--- config.mk ---
export PLATFORM = sky130hd
export DESIGN_NAME = tempo_step_clock
export DESIGN_NICKNAME = d
export VERILOG_FILES = /design/src/rtl/tempo_step_clock.sv
export SDC_FILE = /design/constraint.sdc
export NUM_CORES = 1
export LEC_CHECK = 0
export ABC_CLOCK_PERIOD_IN_PS = 4900
export CORE_MARGIN = 2
export CORE_UTILIZATION = 60
export CTS_CLUSTER_DIAMETER = 150
export CTS_CLUSTER_SIZE = 16
export DETAILED_ROUTE_END_ITERATION = 10
export GPL_ROUTABILITY_DRIVEN = 0
export PLACE_DENSITY = 0.79
export SETUP_SLACK_MARGIN = 0.02
export SLEW_MARGIN = 20
export SYNTH_ARGS = -nofsm -noshare
export SYNTH_HDL_FRONTEND = slang
export SYNTH_SLANG_ARGS = --single-unit
export TNS_END_PERCENT = 20
--- constraint.sdc ---
create_clock -name clk -period 4.9 [get_ports clk]
set_clock_uncertainty 0.05 [all_clocks]
set_input_delay 0.49 -clock clk [delete_from_list [all_inputs] [get_ports clk]]
set_output_delay 0.49 -clock clk [all_outputs]
set_load 0.01 [all_outputs]
--- src/rtl/tempo_step_clock.sv ---
// tempo_step_clock
//   Turns an 8-bit BPM value into the sequencer timebase. A phase accumulator
//   adds bpm*SUBDIV every clock and emits a step when it crosses CLK_HZ*60.
//   This keeps the long-run step rate exact without needing a divider.
//
// Ports
//   clk        system clock
//   rst        asynchronous active-low reset
//   bpm        tempo in beats per minute
//   run        level: 1 = play, 0 = pause
//   restart    one-cycle pulse that returns playback to step 0
//   step_tick  one-cycle pulse per step
//   step_idx   current step, 0..STEPS-1 (already updated during a tick)
//   beat_tick  step_tick on steps where step_idx % SUBDIV == 0
//   bar_tick   step_tick on step 0
//   beat_led   beat_tick stretched to BLINK_CYC cycles
//   playing    high in ARM or RUN
module tempo_step_clock #(
  parameter int unsigned CLK_HZ    = 50000000,
  parameter int unsigned SUBDIV    = 4,
  parameter int unsigned STEPS     = 16,
  parameter int          STEP_W    = 4,
  parameter int          ACC_W     = 32,
  parameter int unsigned BLINK_CYC = 5000000
) (
  input  logic              clk,
  input  logic              rst,
  input  logic [7:0]        bpm,
  input  logic              run,
  input  logic              restart,
  output logic              step_tick,
  output logic [STEP_W-1:0] step_idx,
  output logic              beat_tick,
  output logic              bar_tick,
  output logic              beat_led,
  output logic              playing
);

  localparam logic [ACC_W-1:0] THRESH = ACC_W'(64'(CLK_HZ) * 64'd60);
  localparam int BLINK_W = (BLINK_CYC > 1) ? $clog2(BLINK_CYC) : 1;
  localparam logic [BLINK_W-1:0] BLINK_LOAD = BLINK_W'(BLINK_CYC - 1);

  typedef enum logic [1:0] {
    S_IDLE,
    S_ARM,
    S_RUN,
    S_PAUSE
  } state_t;

  state_t              r_state;
  logic [ACC_W-1:0]    r_acc;
  logic [7:0]          r_bpm_q;
  logic [STEP_W-1:0]   r_step_idx;
  logic                r_step_tick;
  logic                r_beat_tick;
  logic                r_bar_tick;
  logic                r_beat_led;
  logic [BLINK_W-1:0]  r_blink_cnt;
  logic                r_playing;

  logic [ACC_W-1:0]    w_inc;
  logic [ACC_W-1:0]    w_sum;
  logic [STEP_W-1:0]   w_next_idx;
  logic                w_on_beat;

  always_comb begin
    w_inc      = ACC_W'(r_bpm_q) * ACC_W'(SUBDIV);
    w_sum      = r_acc + w_inc;
    w_next_idx = (r_step_idx == STEP_W'(STEPS - 1)) ? '0 : r_step_idx + 1'b1;
    w_on_beat  = ((32'(w_next_idx) % SUBDIV) == 32'd0);
  end

  always_ff @(posedge clk or negedge rst) begin
    if (!rst) begin
      r_state     <= S_IDLE;
      r_acc       <= '0;
      r_bpm_q     <= '0;
      r_step_idx  <= '0;
      r_step_tick <= 1'b0;
      r_beat_tick <= 1'b0;
      r_bar_tick  <= 1'b0;
      r_beat_led  <= 1'b0;
      r_blink_cnt <= '0;
      r_playing   <= 1'b0;
    end else begin
      r_step_tick <= 1'b0;
      r_beat_tick <= 1'b0;
      r_bar_tick  <= 1'b0;
      // LED stays lit through the cycle in which the counter reaches zero,
      // giving BLINK_CYC high cycles counting the load cycle.
      if (r_blink_cnt != '0) begin
        r_blink_cnt <= r_blink_cnt - 1'b1;
      end
      r_beat_led <= (r_blink_cnt != '0);

      case (r_state)
        S_IDLE: begin
          r_acc       <= '0;
          r_step_idx  <= '0;
          r_blink_cnt <= '0;
          r_beat_led  <= 1'b0;
          if (!restart && run) begin
            r_state   <= S_ARM;
            r_playing <= 1'b1;
          end else begin
            r_playing <= 1'b0;
          end
        end

        S_ARM: begin
          if (restart && !run) begin
            r_state     <= S_IDLE;
            r_playing   <= 1'b0;
            r_acc       <= '0;
            r_step_idx  <= '0;
            r_blink_cnt <= '0;
            r_beat_led  <= 1'b0;
          end else begin
            r_bpm_q     <= bpm;
            r_acc       <= '0;
            r_step_idx  <= '0;
            r_step_tick <= 1'b1;
            r_beat_tick <= 1'b1;
            r_bar_tick  <= 1'b1;
            r_beat_led  <= 1'b1;
            r_blink_cnt <= BLINK_LOAD;
            r_state     <= restart ? S_ARM : S_RUN;
          end
        end

        S_RUN: begin
          if (restart) begin
            if (run) begin
              r_state <= S_ARM;
            end else begin
              r_state     <= S_IDLE;
              r_playing   <= 1'b0;
              r_acc       <= '0;
              r_step_idx  <= '0;
              r_blink_cnt <= '0;
              r_beat_led  <= 1'b0;
            end
          end else if (!run) begin
            // Phase is frozen from the cycle run=0 is sampled.
            r_state   <= S_PAUSE;
            r_playing <= 1'b0;
          end else if (w_sum >= THRESH) begin
            r_acc       <= w_sum - THRESH;
            r_step_idx  <= w_next_idx;
            r_step_tick <= 1'b1;
            r_beat_tick <= w_on_beat;
            r_bar_tick  <= (w_next_idx == '0);
            // New tempo only takes hold at a step boundary.
            r_bpm_q     <= bpm;
            if (w_on_beat) begin
              r_beat_led  <= 1'b1;
              r_blink_cnt <= BLINK_LOAD;
            end
          end else begin
            r_acc <= w_sum;
          end
        end

        S_PAUSE: begin
          if (restart) begin
            r_state     <= S_IDLE;
            r_playing   <= 1'b0;
            r_acc       <= '0;
            r_step_idx  <= '0;
            r_blink_cnt <= '0;
            r_beat_led  <= 1'b0;
          end else if (run) begin
            r_state   <= S_RUN;
            r_playing <= 1'b1;
          end
        end

        default: begin
          r_state   <= S_IDLE;
          r_playing <= 1'b0;
        end
      endcase
    end
  end

  assign step_tick = r_step_tick;
  assign step_idx  = r_step_idx;
  assign beat_tick = r_beat_tick;
  assign bar_tick  = r_bar_tick;
  assign beat_led  = r_beat_led;
  assign playing   = r_playing;

endmodule
==> results.cfg <==
[grt]
grt_pass1_wl_mm = 21.26
grtUsageMet3 = 0.04624
use_met1 = 0.3560
grt_max_degree = 73
grt_pass1_vias = 4494
grt_antenna_before_repair = 0
top_usage_layer = met2
grt.met2_usage = 0.4482
grt.overflow.total = 0
track_usage = 0.2680

[final_layout]
n_antenna_cell = 0
areaGrowthSynthToFinish_pct = 8.795
final_nets = 647
final_cell_count_no_fill = 727
drive_above_1_share = 0.08521
nFillCells = 701
layout_commonest_cell = dfrtp_1
final_cell_mix = dfrtp_1 (72), nor2_1 (57), nand2_1 (55)
final_core_util = 0.6785

[clock_tree]
cts_resized = 0
cts-htree-levels = 3
clkLatencyLatePin_ns = 0.35
cts_buffers = 9
clock_sinks = 72
clk_path_buf_depth = 2
clk_pin_slew_ns = 0.08
cts-root-buf = clkbuf_8
hold_buffers = 0
cts_setup_buffers = 0
tritoncts = done

[die]
die_w_um = 96.65
fp.dieArea_um2 = 9340
row_count = 33
start_util = 0.6236
core_area_um2 = 8258
io_pins = 21
die_h_um = 96.65

[routing]
dr.pass1.iters = 5
drtIter0Drc = 458
vias = 4633
finalWirelength_mm = 12.26
vias_per_cell = 6.373
wl_per_cell_um = 16.86
drc = 0
ant_nets = 0

[place]
io_buffers = 20
dp_cells = 711
dp.final_hpwl_mm = 8.647

[yosys]
syn-num-nets = 640
synth.yosys.seq_area_share = 0.3499
synthCells = 610
synthArstFlopShare = 1.000
ys_types = 65
ys_warn_count = 0
avgSynthCellArea_um2 = 8.443
ys.flop_type = dfrtp_1
synth_enable_flop_cells = 0
netlist_area_um2 = 5150
ys_ff_latch = 72

[critical_path]
path_max_fanout = 14
worstSetupPathType = register to register
end_kind = register
r2r_slack_ns = 0.40
r2r-start = r_acc[2]$_DFFE_PN0P_
start_kind = register
r2r_end = r_blink_cnt[1]$_DFF_PN0_
required_ns = 5.11
r2r_cells = 14
critical_path_arrival_ns = 4.71

[timing]
relSlewSlack = 0.4067
finalCriticalPeriod_ns = 4.500
clock.fmax_ghz = 0.2222
fin_tns_setup_ns = 0
post-route-period-util = 0.9184
final-hold-violation-count = 0
worst_pin_slew_ns = 0.8900
slew_viol_final = 0
fin_hold_ws_ns = 0.2051
setup_viol = 0
rsz0062_at_grt = no

[power_and_ir_drop]
power_mw = 2.194
ir_drop_mv = 0.1857
p_per_area_nw_per_um2 = 391.6
p_leak_nw = 2.249

[worst_hold_path]
hold_class = primary input to asynchronous set/reset pin

[run]
drv_cap = 0

[outcome]
status = completed
report_power, final:
group	leakage [nW]	internal (mW)	total (mW)	switching [mW]
clock network	0.106	0.242	0.494	0.252
logic	1.18	0.390	0.912	0.522
registers	0.967	0.706	0.788	0.0821
total	2.25	1.34	2.19	0.857
flip-flops by register name (all words and copies together), names as in the netlist:
signal / flops
r_state: 2
step_tick: 1
step_idx: 4
playing: 1
beat_led: 1
beat_tick: 1
r_bpm_q: 8
bar_tick: 1
r_blink_cnt: 23
r_acc: 30
final cells by class:
type / instances / area (um^2) / share of cell area
clock inverters: 7 / 77.57 / 0.01385
repair buffers: 26 / 242.7 / 0.04332
clock buffers: 9 / 123.9 / 0.02211
well taps: 105 / 131.4 / 0.02345
inverters: 17 / 63.81 / 0.01139
multi-input cells: 491 / 3162 / 0.5643
flip-flops and latches: 72 / 1802 / 0.3216
routing by layer:
layer / wire, um / part of all wire / up-vias
met1: 5479 / 0.45 / 2232
met5: 0 / 0 / -
met2: 6002 / 0.49 / 130
li1: - / - / 2243
met3: 547 / 0.045 / 28
met4: 229 / 0.019 / 0
logic make-up (layout without fill, tap and decap cells):
group,count (synthesis),after routing,synth area share
compound gates,173,173,0.2238
xor+xnor,54,54,0.09184
fa+ha+maj,18,18,0.04519
buf+inv,47,59,0.03790
flops,72,72,0.3499
mux,10,10,0.02162
simple gates,236,236,0.2298
critical path, stage by stage (launching register included):
cell	delay, ns
dfrtp_1	0.39
ha_1	0.25
fa_1	0.43
a211oi_1	0.46
o211ai_2	0.21
nand4_1	0.21
nor4_1	0.08
or3_4	0.39
or4_4	0.53
a311o_4	0.37
nand2_4	0.15
buf_4	0.19
a31oi_1	0.11
or3_4	0.48
o21ai_0	0.11
how the worst max path moves through the flow:
stage,startpoint,to,slack [ns],cells past startpoint
4_1_cts,r_acc[2]$_DFFE_PN0P_,r_blink_cnt[1]$_DFF_PN0_,0.42,14
6_report,r_acc[2]$_DFFE_PN0P_,r_blink_cnt[1]$_DFF_PN0_,0.40,14
2_1_floorplan,r_acc[2]$_DFFE_PN0P_,r_bpm_q[0]$_DFFE_PN0P_,0.90,13
5_1_grt,r_acc[2]$_DFFE_PN0P_,r_blink_cnt[1]$_DFF_PN0_,0.17,14
3_3_place_gp,r_acc[2]$_DFFE_PN0P_,r_bpm_q[0]$_DFFE_PN0P_,0.58,13
3_5_place_dp,r_acc[2]$_DFFE_PN0P_,r_blink_cnt[5]$_DFF_PN0_,0.46,14
cells in the mapped netlist (all sizes together), types with 3 or more instances:
library cell  instances  area share
clkbuf               22       0.016
a31o                  3      0.0051
nand2b                5      0.0061
a211oi                5      0.0073
and3                 10       0.012
nand2                56       0.042
buf                   8      0.0095
a31oi                 8      0.0097
or2                   5      0.0061
mux2                  9       0.020
o21bai                8       0.012
o31ai                 5      0.0073
o22ai                 5      0.0087
ha                   17       0.041
o21ai                52       0.051
o311ai                5      0.0085
a32o                  3      0.0058
and2                  4      0.0049
nor2                 57       0.042
xnor2                35       0.060
nor3                 25       0.024
or3                  10       0.014
a21o                 10       0.015
inv                  17       0.012
xor2                 19       0.032
nor4                 11       0.013
a22o                  3      0.0051
nand3                25       0.024
a21oi                39       0.039
nor2b                 4      0.0049
and4                  4      0.0068
nand4                 8      0.0097
o2111ai               3      0.0051
dfrtp                72        0.35
or4                   5      0.0080
o211ai                6       0.011
through the flow:
step,instance area (um^2),worst slack [ns]
final,5603,0.3996
after global routing,5603,0.1670
after CTS,5603,0.4154
after detailed placement,5401,0.4599
after global placement,5401,0.5845
after floorplan,5150,0.9038
(Power assumes the default switching activity.)
